`src/rtl/mt_info_pkg.sv`:
```
// Shared definitions for the MT info buffer and its dispatcher.
// Holds the entry field layout, datapath widths and the dispatcher state type.
package mt_info_pkg;

    // Field layout of one 32-bit MT info entry
    localparam int unsigned MT_ADDR_MSB = 31;
    localparam int unsigned MT_ADDR_LSB = 12;
    localparam int unsigned MT_LEN_MSB  = 11;
    localparam int unsigned MT_LEN_LSB  = 4;
    localparam int unsigned MT_TAG_MSB  = 3;
    localparam int unsigned MT_TAG_LSB  = 0;

    localparam int unsigned MT_INFO_W  = 32;
    localparam int unsigned MT_ADDR_W  = 32;
    localparam int unsigned MT_LEN_W   = MT_LEN_MSB - MT_LEN_LSB + 1;
    localparam int unsigned MT_TAG_W   = MT_TAG_MSB - MT_TAG_LSB + 1;
    localparam int unsigned MT_BEATS_W = MT_LEN_W + 1;

    localparam int unsigned MT_DEFAULT_BEAT_BYTES = 8;

    typedef enum logic {
        IDLE  = 1'b0,
        ISSUE = 1'b1
    } mt_disp_state_t;

endpackage

```
`src/rtl/mt_burst_calc.sv`:
```
// Combinational burst splitter: size of the next burst and the state left after it.
// A burst is min(remaining, MAX_BURST) beats; the address wraps modulo 2^32.
module mt_burst_calc
    import mt_info_pkg::*;
#(
    parameter int unsigned MAX_BURST  = 16,
    parameter int unsigned BEAT_BYTES = MT_DEFAULT_BEAT_BYTES
) (
    input  logic [MT_LEN_W-1:0]   remaining,
    input  logic [MT_ADDR_W-1:0]  addr,
    output logic [MT_BEATS_W-1:0] beats,
    output logic [MT_LEN_W-1:0]   len,
    output logic [MT_ADDR_W-1:0]  next_addr,
    output logic [MT_LEN_W-1:0]   next_remaining
);

    // Nine bits so MAX_BURST=256 is representable
    localparam logic [MT_BEATS_W-1:0] MAX_BEATS = MT_BEATS_W'(MAX_BURST);

    logic [MT_BEATS_W-1:0] rem_ext;

    always_comb begin
        rem_ext        = MT_BEATS_W'(remaining);
        beats          = (rem_ext > MAX_BEATS) ? MAX_BEATS : rem_ext;
        len            = MT_LEN_W'(beats - MT_BEATS_W'(1));
        next_addr      = addr + (MT_ADDR_W'(beats) * MT_ADDR_W'(BEAT_BYTES));
        next_remaining = MT_LEN_W'(rem_ext - beats);
    end

endmodule

```
`src/rtl/mt_info_dispatcher.sv`:
```
// Pops MT info entries and splits each into AR bursts of at most MAX_BURST beats.
// Zero-length entries are dropped and counted; the buffer is never popped mid-transfer.
module mt_info_dispatcher
    import mt_info_pkg::*;
#(
    parameter int unsigned MAX_BURST  = 16,
    parameter int unsigned BEAT_BYTES = MT_DEFAULT_BEAT_BYTES
) (
    input  logic                 clk,
    input  logic                 rst,
    input  logic [MT_INFO_W-1:0] info_in,
    input  logic                 info_empty,
    output logic                 info_re,
    output logic                 ar_valid,
    input  logic                 ar_ready,
    output logic [MT_ADDR_W-1:0] ar_addr,
    output logic [MT_LEN_W-1:0]  ar_len,
    output logic [MT_TAG_W-1:0]  ar_id,
    output logic                 busy,
    output logic                 done,
    output logic [MT_LEN_W-1:0]  drop_cnt
);

    mt_disp_state_t        state;
    logic [MT_ADDR_W-1:0]  addr;
    logic [MT_LEN_W-1:0]   remaining;
    logic [MT_TAG_W-1:0]   tag;

    logic [MT_LEN_W-1:0]   entry_len;
    logic [MT_BEATS_W-1:0] burst_beats;
    logic [MT_LEN_W-1:0]   burst_len;
    logic [MT_ADDR_W-1:0]  next_addr;
    logic [MT_LEN_W-1:0]   next_remaining;

    assign entry_len = info_in[MT_LEN_MSB:MT_LEN_LSB];

    // Pop is decoded combinationally so a drop can happen every IDLE cycle
    assign info_re = (state == IDLE) && !info_empty && !rst;

    mt_burst_calc #(
        .MAX_BURST  (MAX_BURST),
        .BEAT_BYTES (BEAT_BYTES)
    ) u_burst_calc (
        .remaining      (remaining),
        .addr           (addr),
        .beats          (burst_beats),
        .len            (burst_len),
        .next_addr      (next_addr),
        .next_remaining (next_remaining)
    );

    // addr/remaining always describe the burst not yet placed on the AR outputs
    always_ff @(posedge clk) begin
        if (rst) begin
            state     <= IDLE;
            addr      <= '0;
            remaining <= '0;
            tag       <= '0;
            ar_valid  <= 1'b0;
            ar_addr   <= '0;
            ar_len    <= '0;
            ar_id     <= '0;
            busy      <= 1'b0;
            done      <= 1'b0;
            drop_cnt  <= '0;
        end else begin
            done <= 1'b0;
            case (state)
                IDLE: begin
                    if (!info_empty) begin
                        if (entry_len == '0) begin
                            if (drop_cnt != '1) begin
                                drop_cnt <= drop_cnt + MT_LEN_W'(1);
                            end
                        end else begin
                            addr      <= {info_in[MT_ADDR_MSB:MT_ADDR_LSB], MT_ADDR_LSB'(0)};
                            remaining <= entry_len;
                            tag       <= info_in[MT_TAG_MSB:MT_TAG_LSB];
                            busy      <= 1'b1;
                            state     <= ISSUE;
                        end
                    end
                end
                ISSUE: begin
                    // Outputs only move when empty or handshaking, so they hold under backpressure
                    if (!ar_valid || ar_ready) begin
                        if (burst_beats == '0) begin
                            ar_valid <= 1'b0;
                            done     <= 1'b1;
                            busy     <= 1'b0;
                            state    <= IDLE;
                        end else begin
                            ar_valid  <= 1'b1;
                            ar_addr   <= addr;
                            ar_len    <= burst_len;
                            ar_id     <= tag;
                            addr      <= next_addr;
                            remaining <= next_remaining;
                        end
                    end
                end
            endcase
        end
    end

endmodule
```
`config.mk`:
```
export PLATFORM = sky130hd
export DESIGN_NAME = mt_info_dispatcher
export DESIGN_NICKNAME = d
export VERILOG_FILES = /design/src/rtl/mt_info_pkg.sv /design/src/rtl/mt_burst_calc.sv /design/src/rtl/mt_info_dispatcher.sv
export SDC_FILE = /design/constraint.sdc
export NUM_CORES = 1
export LEC_CHECK = 0
export ABC_AREA = 0
export CAP_MARGIN = 25
export CELL_PAD_IN_SITES_DETAIL_PLACEMENT = 0
export CELL_PAD_IN_SITES_GLOBAL_PLACEMENT = 1
export CORE_MARGIN = 3
export CORE_UTILIZATION = 34
export DETAILED_ROUTE_END_ITERATION = 10
export PLACE_DENSITY_LB_ADDON = 0.1
export SYNTH_ARGS = -nofsm -noshare
export SYNTH_HDL_FRONTEND = slang
export SYNTH_SLANG_ARGS = --single-unit
export TNS_END_PERCENT = 1
```
`constraint.sdc`:
```
create_clock -name clk -period 3.1 [get_ports clk]
set_input_delay 0.93 -clock clk [delete_from_list [all_inputs] [get_ports clk]]
set_output_delay 0.93 -clock clk [all_outputs]
set_load 0.01 [all_outputs]
```
**Word level (Yosys, flattened, before mapping)**

Index checks and enable logic that the tools add are counted.

- Word-level logic and storage cells: 64
- Output and inout bits: 56
- Input bits: 36
- Flip-flop bits (word level): 100

- Reductions and logical operators: 15
- Bitwise gates (word level): 5
- Add/sub/neg operators: 4
- $lt $le $gt $ge: 1
- Equality and inequality tests: 6
- Multiplexer cells: 22

Operator list:

| operator | number |
|---|---|
| 32-bit two-way mux | 4 |
| 32-bit case mux with 2 select lines | 1 |
| 8-bit two-way mux | 5 |
| 32-bit by 12-bit adder with 32-bit output | 1 |
| 8-bit case mux with 2 select lines | 1 |
| 4-bit AND reduction | 3 |
| 9-bit zero test | 1 |
| 1-bit two-way mux | 9 |
| 8-bit by 1-bit adder with 8-bit output, second input constant | 1 |
| 8-bit by 5-bit > comparator with 1-bit output, second input constant | 1 |
| 8-bit zero test | 1 |
| 8-bit != test, second input constant | 1 |
| 8-bit by 1-bit subtractor with 8-bit output, second input constant | 1 |
| 8-bit subtractor | 1 |
| 2-bit != test, second input constant | 3 |
| 3-bit AND reduction | 2 |
| 1-bit NOT | 5 |
| 2-bit by 1-bit != test with 1-bit output, second input constant | 2 |
| 1-bit case mux with 2 select lines | 2 |
| 1-bit zero test | 3 |
| 3-bit OR reduction | 1 |
| 1-bit logical AND | 2 |
| 2-bit AND reduction | 1 |
| 1-bit logical OR | 1 |

**Longest topological paths before layout**

- Depth after elaboration: 6
- Mapped depth: 13
- Depth with buffers taken out: 10

**Hierarchy**

A second synthesis with hierarchy kept.

- Cells, all modules: 651
- Area, all modules: 5642.9 um^2

By module, submodules not included:

| module | instances | area an instance (um^2) | cells an instance | sequential area each (um^2) |
|---|---|---|---|---|
| mt_info_dispatcher | 1 | 4555.6 | 498 | 2001.9 |
| mt_burst_calc | 1 | 1087.3 | 153 | 0.0 |

**Worst setup path before layout**

OpenSTA, ideal clock, no wires.

- Path kind: flip-flop to flip-flop
- From: reg remaining[2]
- To: reg addr[23]
- Arrival: 2878 ps
- Cell stages (with the launch flop): 13
- Data required time: 2985 ps
- Buffers on the path: 2
- Setup time: 115 ps
- Period minus slack after synthesis: 2993 ps
- Path slack: 107 ps
- Path through: dfxtp_1 > buf_2 > or4_1 > a21oi_1 > and2_1 > ha_1 > fa_1 > nand3_1 > a21o_1 > clkbuf_1 > a211oi_1 > mux2i_1 > a2111oi_0

- Longest elaborated chain between the ends: 6
- Elaborated cells on any way between the ends: 9
- Those cells by class: add/sub: 1; order compare: 1; eq/ne: 1; mux: 4; reduce/logical: 2

RTL lines:

| what | RTL line | RTL |
|---|---|---|
| start: declaration | mt_info_dispatcher.sv:26 | `logic [MT_LEN_W-1:0] remaining;` |
| start signal: assignment | mt_info_dispatcher.sv:77 | `remaining <= entry_len;` |
| start signal: assignment | mt_info_dispatcher.sv:98 | `remaining <= next_remaining;` |
| 8-bit by 5-bit > comparator with 1-bit output | mt_burst_calc.sv:24 | `beats = (rem_ext > MAX_BEATS) ? MAX_BEATS : rem_ext;` |
| 8-bit two-way mux (*) | mt_burst_calc.sv:24 |  |
| 32-bit by 12-bit adder with 32-bit output | mt_burst_calc.sv:26 | `next_addr = addr + (MT_ADDR_W'(beats) * MT_ADDR_W'(BEAT_BYTES));` |
| 32-bit two-way mux | mt_info_dispatcher.sv:87 | `if (burst_beats == '0) begin` |
| 32-bit two-way mux | mt_info_dispatcher.sv:86 | `if (!ar_valid \|\| ar_ready) begin` |
| 32-bit case mux with 2 select lines | mt_info_dispatcher.sv:68 | `case (state)` |
| end signal: assignment | mt_info_dispatcher.sv:76 | `addr <= {info_in[MT_ADDR_MSB:MT_ADDR_LSB], MT_ADDR_LSB'(0)};` |
| end signal: assignment | mt_info_dispatcher.sv:97 | `addr <= next_addr;` |
| end: declaration | mt_info_dispatcher.sv:25 | `logic [MT_ADDR_W-1:0] addr;` |

Every way passes the cells marked *; elsewhere a longest branch is shown, timed or not. The select of a mux whose other input is x is not followed.
A chain may end at the register's enable or synchronous reset.

**Worst setup path in the final report**

- From: reg remaining[0]
- To: reg addr[30]

Same word-level chain as after synthesis.

==> impl_metrics.csv <==
group,metric,value,unit
worst_setup_path,cp_max_fo,5,
placed_design,dp_hpwl,9920,um
worst_setup_path,cp_slowest_cell,"or4_1",
floorplanning,core,13400,um2
cells_and_area,final_cell_mix,"nand2_1 (109), dfxtp_1 (94), clkdlybuf4s50_1 (86)",
synth,synth_seq_area_share,39.8,%
timing,final_hold_viol_count,0,
synth,synth_compound_area_share,22.7,%
route,totalWireLength,14000,um
cells_and_area,final_common_cell,"nand2_1",
power_and_ir_drop,pwr_density_cell,509,nW/um2
timing,timing.final.max_slew_violations,0,
power_and_ir_drop,total_power,3.21,mW
global_routing,met1_usage,24.7,%
global_routing,grt_usage,18.8,%
route,drtAntennaViolNets,0,
global_routing,met2_usage,30.0,%
clock_tree,root_buffer,"clkbuf_16",
worst_setup_path,cp-end-kind,"register",
clock_tree,cts_buffers,9,
placed_design,place.gp.congestion,0.781,
worst_setup_path,r2r_cells,9,
worst_setup_path,critPathCapture,"addr[30]",
worst_hold_path,hp-class,"reg2reg",
timing,final.period_utilization,95.9,%
cells_and_area,final_cells,876,
synth,synth-xor-area-share,2.41,%
global_routing,grt_pass1_vias,4482,
route,vias_per_cell,5.25,
worst_setup_path,cp.arrival,3170,ps
worst_setup_path,r2r-start,"remaining[0]",
timing,finalCriticalPeriod,2970,ps
synth,synth_top_family_by_area,"simple AND/OR/NAND/NOR gates",
cells_and_area,fin_area,6310,um2
cells_and_area,drive_gt1_share,10.9,%
synth,synthSimpleGateAreaFrac,24.3,%
global_routing,grt_pass1_wl,22700,um
route,wl_per_cell,16.0,um
global_routing,grt-ovfl-total,0,
route,drtIter0Drc,292,
worst_setup_path,cp.required,3300,ps
floorplanning,pin_count,92,
global_routing,busiest_layer,"met2",
timing,tns,0,ps
timing,maxSlewHeadroom,52.0,%
synth,yosys_warnings,0,
status,status,"finished clean",
worst_setup_path,critPathLaunch,"remaining[0]",
global_routing,grt_antenna_before_repair,0,
synth,synth_fa_ha_area_share,3.60,%
synth,synth_mux_area_share,1.90,%
synth,yosys_most_used_dff,"dfxtp_1",
timing,finalSetupViolCount,0,
clock_tree,post-cts-setup-buffers,0,
synth,synth.distinct_cells,60,
route,vias,4600,
global_routing,grt_use_met3,6.27,%
synth,synth_area,4730,um2
clock_tree,cts_hold_buf,0,
timing,rsz0062_at_grt,"false",
cells_and_area,fillers,1359,
timing,whs,452,ps
clock_tree,clockBufferDepth,2,
synth,ys_ff_latch,94,
timing,skew,7.55,ps
worst_setup_path,r2r-end,"addr[30]",
worst_setup_path,cp-start-kind,"register",
synth,synthesis.instances,598,
clock_tree,tritoncts,"yes",
clock_tree,clock_latency,350,ps
clock_tree,cts.htree.levels,3,
route,drc,0,
cells_and_area,nets,744,
floorplanning,die_y,124,um
cells_and_area,n_antenna_cell,0,
synth,synthArstFlopShare,0,%
worst_setup_path,worstSetupPathType,"reg2reg",
synth,synth_enable_flop_cells,0,
worst_setup_path,critPathMaxStageDelay,570,ps
floorplanning,dieArea,15400,um2
cells_and_area,syn2layout_area_growth,33.4,%
power_and_ir_drop,p_leak,2.25,nW
floorplanning,rows,42,
placed_design,place_inst,860,
worst_setup_path,crit_chain,"or4_1 > a21oi_4 > and2_4 > ha_2 > a211oi_1 > or3b_4 > a2111oi_4 > mux2i_1 > o22ai_1",
clock_tree,clock-sinks,94,
floorplanning,die_x,124,um
synth,syn_avg_cell_area,7.91,um2
clock_tree,clkTransAtPathRegs,70,ps
worst_setup_path,reg2reg_setup_slack,130,ps
flow_run,cap_violations,0,
floorplanning,initial_core_util,35.3,%
timing,worst_slew_pin_slew,720,ps
power_and_ir_drop,ir_drop,0.000382,V
placed_design,numPortBuffers,88,
placed_design,placed_cell_area,5980,um2
timing,timing.fmax,336,MHz
global_routing,grt_max_degree,69,
route,dr.pass1.iters,5,
## repair_timing
action	4_1_cts	5_1_grt
cloned	0	0
pin swaps	0	1
endpoints found under the setup margin	9	48
resized for setup	3	10
## power by group
| group | total (mW) | leakage (nW) | internal [mW] | switching, mW |
|---|---|---|---|---|
| clock | 1.04 | 0.121 | 0.548 | 0.493 |
| sequential | 1.38 | 0.765 | 1.29 | 0.0911 |
| combinational | 0.786 | 1.37 | 0.345 | 0.441 |
| total | 3.21 | 2.25 | 2.18 | 1.02 |
## metal layers
layer / routed length (um) / up-vias
met4: 118 / 0
met5: 0 / -
met1: 6550 / 2149
met2: 6620 / 106
met3: 732 / 8
li1: - / 2337
## worst max-delay path, delay by kind of cell (launching register included)
family                   cells  cell delay [ps]
AO/OA/AOI/OAI                4              840
adder cells (fa/ha/maj)      1              210
AND/OR/NAND/NOR              3             1230
flip-flops                   1              310
multiplexers                 1              230
## through the flow
step | utilization [%] | setup WS [ps]
floorplan | - | 107
global placement | 44.6 | -116
detailed placement | 44.6 | -92.4
CTS | 46.8 | 0.800
global route | 47.1 | 24.6
finish | 47.1 | 127
## state kept, by name (all words and copies together) (netlist names)
signal     cells
ar_id          4
drop_cnt       8
ar_len         8
addr          29
remaining      8
done           1
busy           1
ar_addr       29
ar_valid       1
tag            4
state          1
## cells in the mapped netlist, types with 4 or more instances
| cell type | number | area (um2) |
|---|---|---|
| clkbuf_1 | 27 | 101 |
| a211o_1 | 5 | 43.8 |
| nor2_1 | 34 | 128 |
| a22oi_1 | 7 | 52.6 |
| nand4_1 | 11 | 68.8 |
| dfxtp_1 | 94 | 1880 |
| xor2_1 | 4 | 35.0 |
| inv_1 | 9 | 33.8 |
| nand3b_1 | 7 | 52.6 |
| a21oi_1 | 73 | 365 |
| xnor2_1 | 9 | 78.8 |
| o21ai_0 | 9 | 45.0 |
| nand2_1 | 109 | 409 |
| o22ai_1 | 5 | 31.3 |
| a31oi_1 | 9 | 56.3 |
| buf_1 | 6 | 22.5 |
| mux2i_1 | 9 | 90.1 |
| and3_1 | 12 | 75.1 |
| nor3_1 | 24 | 120 |
| ha_1 | 12 | 150 |
| or3_1 | 7 | 43.8 |
| o211ai_1 | 4 | 30.0 |
| a211oi_1 | 15 | 113 |
| nand2b_1 | 4 | 25.0 |
| a21o_1 | 6 | 45.0 |
| nor4_1 | 4 | 25.0 |
| buf_2 | 11 | 55.1 |
| nand3_1 | 22 | 110 |
## cells by family (layout without fill, tap and decap cells)
group / count (synthesis) / after routing
adder cells (fa/ha/maj): 13 / 13
buffers and inverters: 58 / 155
AND/OR/NAND/NOR: 246 / 246
XOR/XNOR: 13 / 13
multiplexers: 9 / 9
flip-flops: 94 / 94
other: 2 / 7
AO/OA/AOI/OAI: 163 / 163
## how the worst min path moves through the flow
stage,from,end,slack [ps],depth (start not counted)
CTS,ar_len[7],ar_len[7],460,2
global route,ar_id[2],ar_id[2],470,2
finish,ar_len[5],ar_len[5],450,2
floorplan,tag[0],ar_id[0],430,2
global placement,tag[3],ar_id[3],440,2
detailed placement,ar_len[7],ar_len[7],450,2
## layout make-up
class	instances	area [um2]	area share (%)
clock buffers	10	229	3.63
multi-input cells	451	2690	42.7
well taps	176	220	3.49
repair buffers	129	1200	19.0
flip-flops and latches	94	1880	29.8
inverters	10	37.5	0.595
clock inverters	6	47.5	0.754
Power figures use the tool's default switching activity.
